$ cat src/rtl/floo_axis_vc_rx_pkg.sv
`default_nettype none
// ============================================================================
// Module   : floo_axis_vc_rx_pkg
// Brief    : Shared types and helpers for the virtual-channel bridge receiver.
// Revision : 1.0 - initial release
// ============================================================================
package floo_axis_vc_rx_pkg;

  // Virtual channel identifiers; the value doubles as the stream header bit.
  typedef enum logic [0:0] {
    VcReq = 1'b0,
    VcRsp = 1'b1
  } vc_chan_e;

  // Credit return state machine encoding.
  typedef enum logic [0:0] {
    CrIdle  = 1'b0,
    CrOffer = 1'b1
  } cr_state_e;

  // Widest flit payload; the header bit sits directly above it.
  function automatic int unsigned find_max_channel(input int unsigned a, input int unsigned b);
    return (a > b) ? a : b;
  endfunction

endpackage
`default_nettype wire

$ cat src/rtl/floo_axis_vc_rx_fifo.sv
`default_nettype none
// ============================================================================
// Module   : floo_axis_vc_rx_fifo
// Brief    : Registered-output flit buffer, no fall-through. Simultaneous push
//            and pop are supported; pushes while full are ignored here and the
//            caller accounts for them.
// Revision : 1.0 - initial release
// ============================================================================
module floo_axis_vc_rx_fifo #(
  parameter int unsigned Depth = 8,
  parameter int unsigned Width = 64
) (
  input  logic             clk_i,
  input  logic             rst_ni,
  input  logic             push_i,
  input  logic [Width-1:0] data_i,
  input  logic             pop_i,
  output logic [Width-1:0] data_o,
  output logic             full_o,
  output logic             empty_o
);

  localparam int unsigned c_ptr_w = (Depth > 1) ? $clog2(Depth) : 1;
  localparam int unsigned c_cnt_w = $clog2(Depth + 1);

  logic [Width-1:0]   r_mem [Depth];
  logic [c_ptr_w-1:0] r_wr_ptr;
  logic [c_ptr_w-1:0] r_rd_ptr;
  logic [c_cnt_w-1:0] r_count;
  logic               w_push;
  logic               w_pop;

  assign full_o  = (r_count == c_cnt_w'(Depth));
  assign empty_o = (r_count == '0);
  assign w_push  = push_i & ~full_o;
  assign w_pop   = pop_i & ~empty_o;
  assign data_o  = r_mem[r_rd_ptr];

  // Storage array; contents need no reset because the count gates visibility.
  always_ff @(posedge clk_i) begin
    if (w_push) begin
      r_mem[r_wr_ptr] <= data_i;
    end
  end

  // Pointer and occupancy bookkeeping with wrap at Depth.
  always_ff @(posedge clk_i) begin
    if (!rst_ni) begin
      r_wr_ptr <= '0;
      r_rd_ptr <= '0;
      r_count  <= '0;
    end else begin
      if (w_push) begin
        r_wr_ptr <= (r_wr_ptr == c_ptr_w'(Depth - 1)) ? '0 : r_wr_ptr + c_ptr_w'(1);
      end
      if (w_pop) begin
        r_rd_ptr <= (r_rd_ptr == c_ptr_w'(Depth - 1)) ? '0 : r_rd_ptr + c_ptr_w'(1);
      end
      if (w_push && !w_pop) begin
        r_count <= r_count + c_cnt_w'(1);
      end else if (w_pop && !w_push) begin
        r_count <= r_count - c_cnt_w'(1);
      end
    end
  end

endmodule
`default_nettype wire

$ cat src/rtl/floo_axis_vc_rx.sv
`default_nettype none
// ============================================================================
// Module   : floo_axis_vc_rx
// Brief    : Receive side of the credit-based virtual-channel bridge. Splits
//            incoming stream beats into request/response buffers, drains them
//            to the chimney and returns coalesced credits round-robin.
// Revision : 1.0 - initial release
// ============================================================================
module floo_axis_vc_rx
  import floo_axis_vc_rx_pkg::*;
#(
  parameter int unsigned NumCredits    = 8,
  parameter int unsigned ReqDataWidth  = 64,
  parameter int unsigned RspDataWidth  = 48,
  parameter int unsigned AxisDataWidth = 72,
  parameter int unsigned CntWidth      = $clog2(NumCredits + 1)
) (
  input  logic                     clk_i,
  input  logic                     rst_ni,
  input  logic                     axis_tvalid_i,
  input  logic [AxisDataWidth-1:0] axis_tdata_i,
  output logic                     axis_tready_o,
  output logic                     req_valid_o,
  output logic [ReqDataWidth-1:0]  req_data_o,
  input  logic                     req_ready_i,
  output logic                     rsp_valid_o,
  output logic [RspDataWidth-1:0]  rsp_data_o,
  input  logic                     rsp_ready_i,
  output logic                     credit_valid_o,
  output logic                     credit_chan_o,
  output logic [CntWidth-1:0]      credit_cnt_o,
  input  logic                     credit_ready_i,
  output logic                     overflow_o
);

  localparam int unsigned c_hdr_bit = find_max_channel(ReqDataWidth, RspDataWidth);

  logic                r_tready;
  logic                r_overflow;
  logic                w_beat;
  logic                w_hdr;
  logic                w_req_full, w_req_empty, w_req_push;
  logic                w_rsp_full, w_rsp_empty, w_rsp_push;
  logic [1:0]          w_pop;
  logic                w_unused_tdata;

  cr_state_e           r_state, w_state_d;
  logic                r_rr_ptr;
  vc_chan_e            r_chan;
  logic [CntWidth-1:0] r_cnt;
  logic [CntWidth-1:0] r_pending [2];
  logic [CntWidth-1:0] w_pending_d [2];
  logic [CntWidth:0]   w_sum [2];
  logic                w_sat;
  logic                w_any;
  logic                w_grant;
  logic                w_grant_idx;

  assign w_unused_tdata = ^axis_tdata_i;

  // Stream is always ready once out of reset; the credit loop guarantees space.
  always_ff @(posedge clk_i) begin
    if (!rst_ni) r_tready <= 1'b0;
    else         r_tready <= 1'b1;
  end

  assign axis_tready_o = r_tready;
  assign w_beat        = axis_tvalid_i & r_tready;
  assign w_hdr         = axis_tdata_i[c_hdr_bit];
  assign w_req_push    = w_beat & ~w_hdr & ~w_req_full;
  assign w_rsp_push    = w_beat &  w_hdr & ~w_rsp_full;

  // Sticky overflow: a beat targeted a full buffer (pop in the same edge does not rescue it).
  always_ff @(posedge clk_i) begin
    if (!rst_ni) begin
      r_overflow <= 1'b0;
    end else if (w_beat && (w_hdr ? w_rsp_full : w_req_full)) begin
      r_overflow <= 1'b1;
    end
  end

  assign overflow_o = r_overflow;

  floo_axis_vc_rx_fifo #(
    .Depth (NumCredits),
    .Width (ReqDataWidth)
  ) i_req_fifo (
    .clk_i   (clk_i),
    .rst_ni  (rst_ni),
    .push_i  (w_req_push),
    .data_i  (axis_tdata_i[ReqDataWidth-1:0]),
    .pop_i   (req_ready_i),
    .data_o  (req_data_o),
    .full_o  (w_req_full),
    .empty_o (w_req_empty)
  );

  floo_axis_vc_rx_fifo #(
    .Depth (NumCredits),
    .Width (RspDataWidth)
  ) i_rsp_fifo (
    .clk_i   (clk_i),
    .rst_ni  (rst_ni),
    .push_i  (w_rsp_push),
    .data_i  (axis_tdata_i[RspDataWidth-1:0]),
    .pop_i   (rsp_ready_i),
    .data_o  (rsp_data_o),
    .full_o  (w_rsp_full),
    .empty_o (w_rsp_empty)
  );

  assign req_valid_o = ~w_req_empty;
  assign rsp_valid_o = ~w_rsp_empty;
  assign w_pop       = {rsp_valid_o & rsp_ready_i, req_valid_o & req_ready_i};

  // Next-state and grant: pick the pointed channel if it has credits, else the other.
  always_comb begin
    w_state_d   = r_state;
    w_grant     = 1'b0;
    w_any       = (r_pending[0] != '0) || (r_pending[1] != '0);
    w_grant_idx = (r_pending[r_rr_ptr] != '0) ? r_rr_ptr : ~r_rr_ptr;
    case (r_state)
      CrIdle: begin
        if (w_any) begin
          w_state_d = CrOffer;
          w_grant   = 1'b1;
        end
      end
      CrOffer: begin
        if (credit_ready_i) begin
          if (w_any) w_grant   = 1'b1;
          else       w_state_d = CrIdle;
        end
      end
      default: w_state_d = CrIdle;
    endcase
  end

  // Pending credit update: granted channel restarts from this edge's pop, others accumulate.
  always_comb begin
    w_sat = 1'b0;
    for (int c = 0; c < 2; c++) begin
      w_sum[c] = {1'b0, r_pending[c]} + (CntWidth + 1)'(w_pop[c]);
      if (w_grant && (w_grant_idx == c[0])) begin
        w_sum[c] = (CntWidth + 1)'(w_pop[c]);
      end
      if (w_sum[c] > (CntWidth + 1)'(NumCredits)) begin
        w_sat          = 1'b1;
        w_pending_d[c] = CntWidth'(NumCredits);
      end else begin
        w_pending_d[c] = w_sum[c][CntWidth-1:0];
      end
    end
  end

  // Credit state register.
  always_ff @(posedge clk_i) begin
    if (!rst_ni) r_state <= CrIdle;
    else         r_state <= w_state_d;
  end

  // Pending counters, offered message and round-robin pointer.
  always_ff @(posedge clk_i) begin
    if (!rst_ni) begin
      r_pending[0] <= '0;
      r_pending[1] <= '0;
      r_rr_ptr     <= 1'b0;
      r_chan       <= VcReq;
      r_cnt        <= '0;
    end else begin
      r_pending[0] <= w_pending_d[0];
      r_pending[1] <= w_pending_d[1];
      if (w_grant) begin
        r_chan   <= vc_chan_e'(w_grant_idx);
        r_cnt    <= r_pending[w_grant_idx];
        r_rr_ptr <= ~w_grant_idx;
      end
    end
  end

  assign credit_valid_o = (r_state == CrOffer);
  assign credit_chan_o  = r_chan;
  assign credit_cnt_o   = r_cnt;

  // More drained flits than buffer slots means the far side broke the credit protocol.
  a_no_credit_sat : assert property (@(posedge clk_i) disable iff (!rst_ni) !w_sat);

endmodule
`default_nettype wire

$ cat config.mk
export PLATFORM = sky130hd
export DESIGN_NAME = floo_axis_vc_rx
export DESIGN_NICKNAME = d
export VERILOG_FILES = /design/src/rtl/floo_axis_vc_rx_pkg.sv /design/src/rtl/floo_axis_vc_rx_fifo.sv /design/src/rtl/floo_axis_vc_rx.sv
export SDC_FILE = /design/constraint.sdc
export NUM_CORES = 1
export LEC_CHECK = 0
export BUFFER_PORTS_ARGS = -buffer_cell sky130_fd_sc_hd__buf_2
export CAP_MARGIN = 30
export CORE_MARGIN = 2
export CORE_UTILIZATION = 61
export DETAILED_ROUTE_END_ITERATION = 16
export PLACE_DENSITY = 0.8
export SETUP_SLACK_MARGIN = 0.1
export SYNTH_ARGS = -nofsm -noshare
export SYNTH_HDL_FRONTEND = slang
export SYNTH_SLANG_ARGS = --single-unit
$ cat constraint.sdc
create_clock -name clk_i -period 9.6 [get_ports clk_i]
set_input_delay 0.48 -clock clk_i [delete_from_list [all_inputs] [get_ports clk_i]]
set_output_delay 0.48 -clock clk_i [all_outputs]
set_load 0.05 [all_outputs]
==> After elaboration in Yosys (flattened, before gate mapping) <==
Memory sizes are Yosys's and may differ from the RTL's. A register that Yosys moved wholly into a read port is not among the register bits.
Index checks and enable logic that the tools add are counted.
{ "word_totals": {"register_bits": 25, "ramBits": 904, "output_inout_bits": 122, "elab_cells": 104, "memories": 3} }
{ "memory_table": {"columns": ["memory", "depth", "width", "rd", "rd_ports_with_merged_regs", "write_ports", "line_no", "source"], "rows": [
  ["i_req_fifo.r_mem", 8, 64, 1, 1, 1, "floo_axis_vc_rx_fifo.sv:26", "logic [Width-1:0] r_mem [Depth];"],
  ["i_rsp_fifo.r_mem", 8, 48, 1, 1, 1, "floo_axis_vc_rx_fifo.sv:26", null],
  ["r_pending", 2, 4, 4, 2, 2, "floo_axis_vc_rx.sv:51", "logic [CntWidth-1:0] r_pending [2];"]
]} }
{ "classes": {"n_addsub": 10, "magnitude_cmp": 2, "eq_ne": 6, "muxes": 33, "n_bitwise": 19, "n_reduce_logical": 20} }
{ "op_table": {"columns": ["op", "n"], "rows": [
  ["$mux 4", 8],
  ["$mux 3", 8],
  ["$mux 1", 13],
  ["$add 3x1->3 const B", 4],
  ["$eq 3x3->1 const B", 4],
  ["$reduce_bool 4->1", 3],
  ["$add 4x1->5", 2],
  ["$gt 5x4->1 const B", 2],
  ["$mux 5", 2],
  ["$and 1x1->1", 9],
  ["$add 4x1->4 const B", 2],
  ["$eq 4x4->1 const B", 2],
  ["$logic_not 4->1", 2],
  ["$not 1->1", 8],
  ["$sub 4x1->4 const B", 2],
  ["$logic_and 1x1->1", 7],
  ["$logic_not 1->1", 5],
  ["$pmux 1 s2", 2],
  ["$reduce_bool 2->1", 2],
  ["$or 1x1->1", 2],
  ["$logic_or 1x1->1", 1]
]} }

==> Longest topological paths before layout <==
{ "logic_depth": {"depth_word": 10, "ltp_mapped": 11, "ltp_nobuf": 10} }

==> Modules after synthesis <==
From an unflattened synthesis, not the netlist that was laid out.
{ "hier_totals": {"cells_unflattened": 1551, "hier_area_um2": 36251.0} }
{ "modules_own_cells": {"columns": ["module", "instances", "cells_per_inst", "area_per_inst_um2"], "rows": [
  ["floo_axis_vc_rx_fifo (i_req_fifo)", 1, 815, 19912.8],
  ["floo_axis_vc_rx_fifo (i_rsp_fifo)", 1, 631, 15381.0],
  ["floo_axis_vc_rx", 1, 105, 957.2]
]} }

==> Worst setup path after synthesis <==
OpenSTA, ideal clock, no wires.
{ "synth_timing": {"path_type": "register to register", "from": "register r_tready, in the netlist axis_tready_o", "to": "memory i_req_fifo.r_mem[4][0] (enable)", "t_arrival_ns": 7.850, "required_time_ns": 8.934, "setup_slack_ns": 1.083, "stages_incl_launch_ff": 5, "path_buffers": 1, "path_cell_list": "dfxtp_1 nand2_1 a211o_1 clkbuf_1 nor4b_1"} }
{ "synth_via": {"elab_chain_cells": 6} }
{ "synth_rtl": {"columns": ["item", "line_no", "source"], "rows": [
  ["start: declaration", "floo_axis_vc_rx.sv:38", "logic r_tready;"],
  ["start signal: assignment", "floo_axis_vc_rx.sv:63", "if (!rst_ni) r_tready <= 1'b0;"],
  ["start signal: assignment", "floo_axis_vc_rx.sv:64", "else r_tready <= 1'b1;"],
  ["$and 1x1->1", "floo_axis_vc_rx.sv:68", "assign w_beat = axis_tvalid_i & r_tready;"],
  ["$and 1x1->1 (2 in a row)", "floo_axis_vc_rx.sv:70", "assign w_req_push = w_beat & ~w_hdr & ~w_req_full;"],
  ["$and 1x1->1", "floo_axis_vc_rx_fifo.sv:35", "assign w_push = push_i & ~full_o;"],
  ["$mux 1", "floo_axis_vc_rx_fifo.sv:41", "if (w_push) begin"],
  ["$mux 1 (not written as such)", "floo_axis_vc_rx_fifo.sv:42", "r_mem[r_wr_ptr] <= data_i;"],
  ["end: declaration", "floo_axis_vc_rx_fifo.sv:26", null]
]} }
Every way passes these cells.

==> run summary <==
status: finished, final reports clean
FF-to-FF path depth: 8
HP Start: axis_tdata_i[63]
RePlAce Congestion: 0.751
Area Overhead vs Synth: 13.8%
die height: 246 um
dpl cells: 2472
vias per inst: 6.39
Final TNS setup: 0 ns
Remaining DRCs: 0
Final setup viols: 0
max_cap viols: 0
grt ovf: 0
htree depth: 3
Die ar.: 0.0608 mm2
Cells on Worst Hold Path: 1
hold worst-path end: i_req_fifo.r_mem[6][63]
Final Skew: 0.0217 ns
routed len/inst: 29.0 um
fraction of layout cells with a size suffix above 1: 39.3%
crit-path cells: buf_4, buf_4, mux4_2, mux2_2, buf_2
synth top area cells: edfxtp_1 (75%), mux4_2 (14%), mux2_2 (3.5%)
Post-synth EDFFs: 896
FF-to-FF End: r_pending[0][2]
syn_nets: 1649
Buf+Inv Stages, Crit Path: 3
pwr dens: 258 mW/mm2
Worst setup EP type: output pin
GRT Total Usage: 25.8%
Synth cell types: 53
setup slack, reg-to-reg: 6.67 ns
worst skew pair latency: 0.64 ns
postcts setup bufs: 0
site row count: 88
sequential area share after synthesis: 77.5%
vias: 16900
Top cell by count, worst path: buf_4
Num CTS Buffers: 89
post-route insts no fill: 2643
HP Class: primary input to register
Critical Path Max Stage Delay: 0.77 ns
Post-DRT Antenna Nets: 0
Final #Nets: 1898
Die W: 246 um
Clock transition at path regs: 0.06 ns
Worst Path Arrival: 4.12 ns
antenna violations before repair: 11
vias in the first global route: 17900
Top Ports: 200
Hold Vio Cnt, Final: 0
# resized after CTS: 0
hold buffers post-CTS: 0
pre-CTS setup slack: 5.58 ns
Longest Clk Path Bufs: 3
R2R Path Start: i_req_fifo.r_count[0]
CTS sink cnt: 940
Port-buffer cells: 192
Synth async-reset ratio: 0%
fmax: 0.217 GHz
Slew HR: 35.8%
final setup margin: 5.00 ns
pin count of the biggest net entering global routing: 66
leak pwr: 13.0 nW
worst-case vdd ir drop: 260 uV
RSZ-0062 raised after global routing: false
CTS tree: built
first-pass GRT wire length: 112000 um
DP HPWL: 37900 um
actual slew at the worst max-slew pin: 0.963 ns
cell with the largest stage delay on the worst path: buf_4
crit share post-route: 47.9%
gate count after technology mapping: 1551
Avg Inst Size Synth: 23.1 um2
Worst Path Class, Setup: register to output pin
final wirelength: 76600 um
CP max FO: 39
Synth Warn #: 0
Iteration-0 DRC Markers: 1679
Primary FF master, synth: edfxtp_1
First-pass DRT Iterations: 5
Crit path max-delay family: buffers and inverters
core area: 0.0579 mm2
Yosys top cell area share: 75.0%
fin. max-slew vios: 0
most area-hungry cell type in the Yosys netlist: edfxtp_1
Root Buffer: clkbuf_16
Yosys reg bits: 940
mapped cell area: 0.0359 mm2
min Tclk post-route: 4.60 ns
crit start category: register
Starting Density: 61.9%
Worst EP required: 9.12 ns
-- per-layer routing --
metal	vias to the layer above	track usage, %	routed length, um
met5	-	0	90
met4	14	9.53	2260
met3	154	4.96	6680
met2	876	43.4	39500
met1	8814	33.9	28100
li1	7036	-	-
-- cells by family (layout without fill, tap and decap cells) --
group                      Yosys count  count (layout)  synth area share, %
AOI/OAI and AO/OA                   47              47                0.952
other                                0               4                    0
DFF                                940             940                 77.5
xor gates and xnor gates             6               6                0.146
adders and majority gates           20              20                0.739
buffers and inverters               81             404                 1.05
muxes                              347             347                 17.9
and+or+nand+nor                    110             110                 1.76
-- area by class of cell --
cell class / instances / area [um2]
inverters: 9 / 33.8
diodes: 4 / 10.0
flip-flops and latches: 940 / 27800
multi-input cells: 530 / 7800
well taps: 765 / 957
clock inverters: 57 / 568
fillers: 3378 / 17100
repair buffers: 230 / 1340
clock buffers: 108 / 2310
-- Yosys cell counts, drive strengths merged, types with 2 or more instances --
cell type and n:
a211oi 5, a21o 3, a21oi 23, a31oi 2, and2 3, buf 34, clkbuf 38, dfxtp 44
edfxtp 896, fa 2, ha 18, inv 9, mux2 112, mux2i 11, mux4 224, nand2 26
nand2b 7, nand3 3, nand3b 2, nor2 23, nor3 12, nor3b 3, nor4 11, nor4b 2
o21a 3, o21ai 5, o22ai 2, or2 2, or3 7, or3b 2, or4 4, xnor2 4
xor2 2
-- power by group --
group,switching [mW],internal [mW],total [mW]
Combinational,1.43,0.943,2.37
Sequential,0.142,4.57,4.72
Clock,1.47,1.99,3.46
Total,3.04,7.51,10.5
-- cells in the final DEF, fill, tap and decap left out, types with 15 or more instances in the layout --
cell       synthesis  final
buf_4              1     33
mux2_2           112    112
nand2_1           26     26
nor2_1            23     19
ha_1              18     18
dfxtp_1           44     38
clkbuf_16          0     89
mux4_2           224    224
edfxtp_1         896    896
buf_2             24    192
a21oi_1           23     23
clkinv_1           0     19
clkinv_2           0     15
clkbuf_1          38     18
-- sequential cells by signal, summed over array words and instances, names as in the netlist, 3 cells and up, named ones only --
signal,count
credit_cnt_o,4
i_req_fifo.r_count,4
i_req_fifo.r_mem,512
i_req_fifo.r_rd_ptr,3
i_req_fifo.r_wr_ptr,3
i_rsp_fifo.r_count,4
i_rsp_fifo.r_mem,384
i_rsp_fifo.r_rd_ptr,3
i_rsp_fifo.r_wr_ptr,3
r_pending,8
-- worst max path at each step --
| stage | endpoint | cells past startpoint | slack [ns] | startpoint |
|---|---|---|---|---|
| CTS | rsp_data_o[35] | 5 | 4.83 | register |
| finish | rsp_data_o[35] | 5 | 5.00 | register |
| global placement | rsp_data_o[47] | 5 | 5.66 | register |
| floorplan | i_req_fifo.r_mem[4][0] | 4 | 1.08 | axis_tready_o |
| detailed placement | rsp_data_o[35] | 5 | 5.58 | register |
| global route | rsp_data_o[35] | 5 | 4.63 | register |
-- metrics by stage --
step                power (mW)  hold slack, ns  instance area [um2]  util, %
floorplan                 6.64           0.449                35900        -
global placement          7.08           0.450                37800     65.3
detailed placement        7.16           0.462                37900     65.4
CTS                       10.6          0.0840                40800     70.4
global route              10.9           0.105                40800     70.5
finish                    10.5           0.114                40800     70.5
No activity file was read; power rests on OpenSTA's default activity.
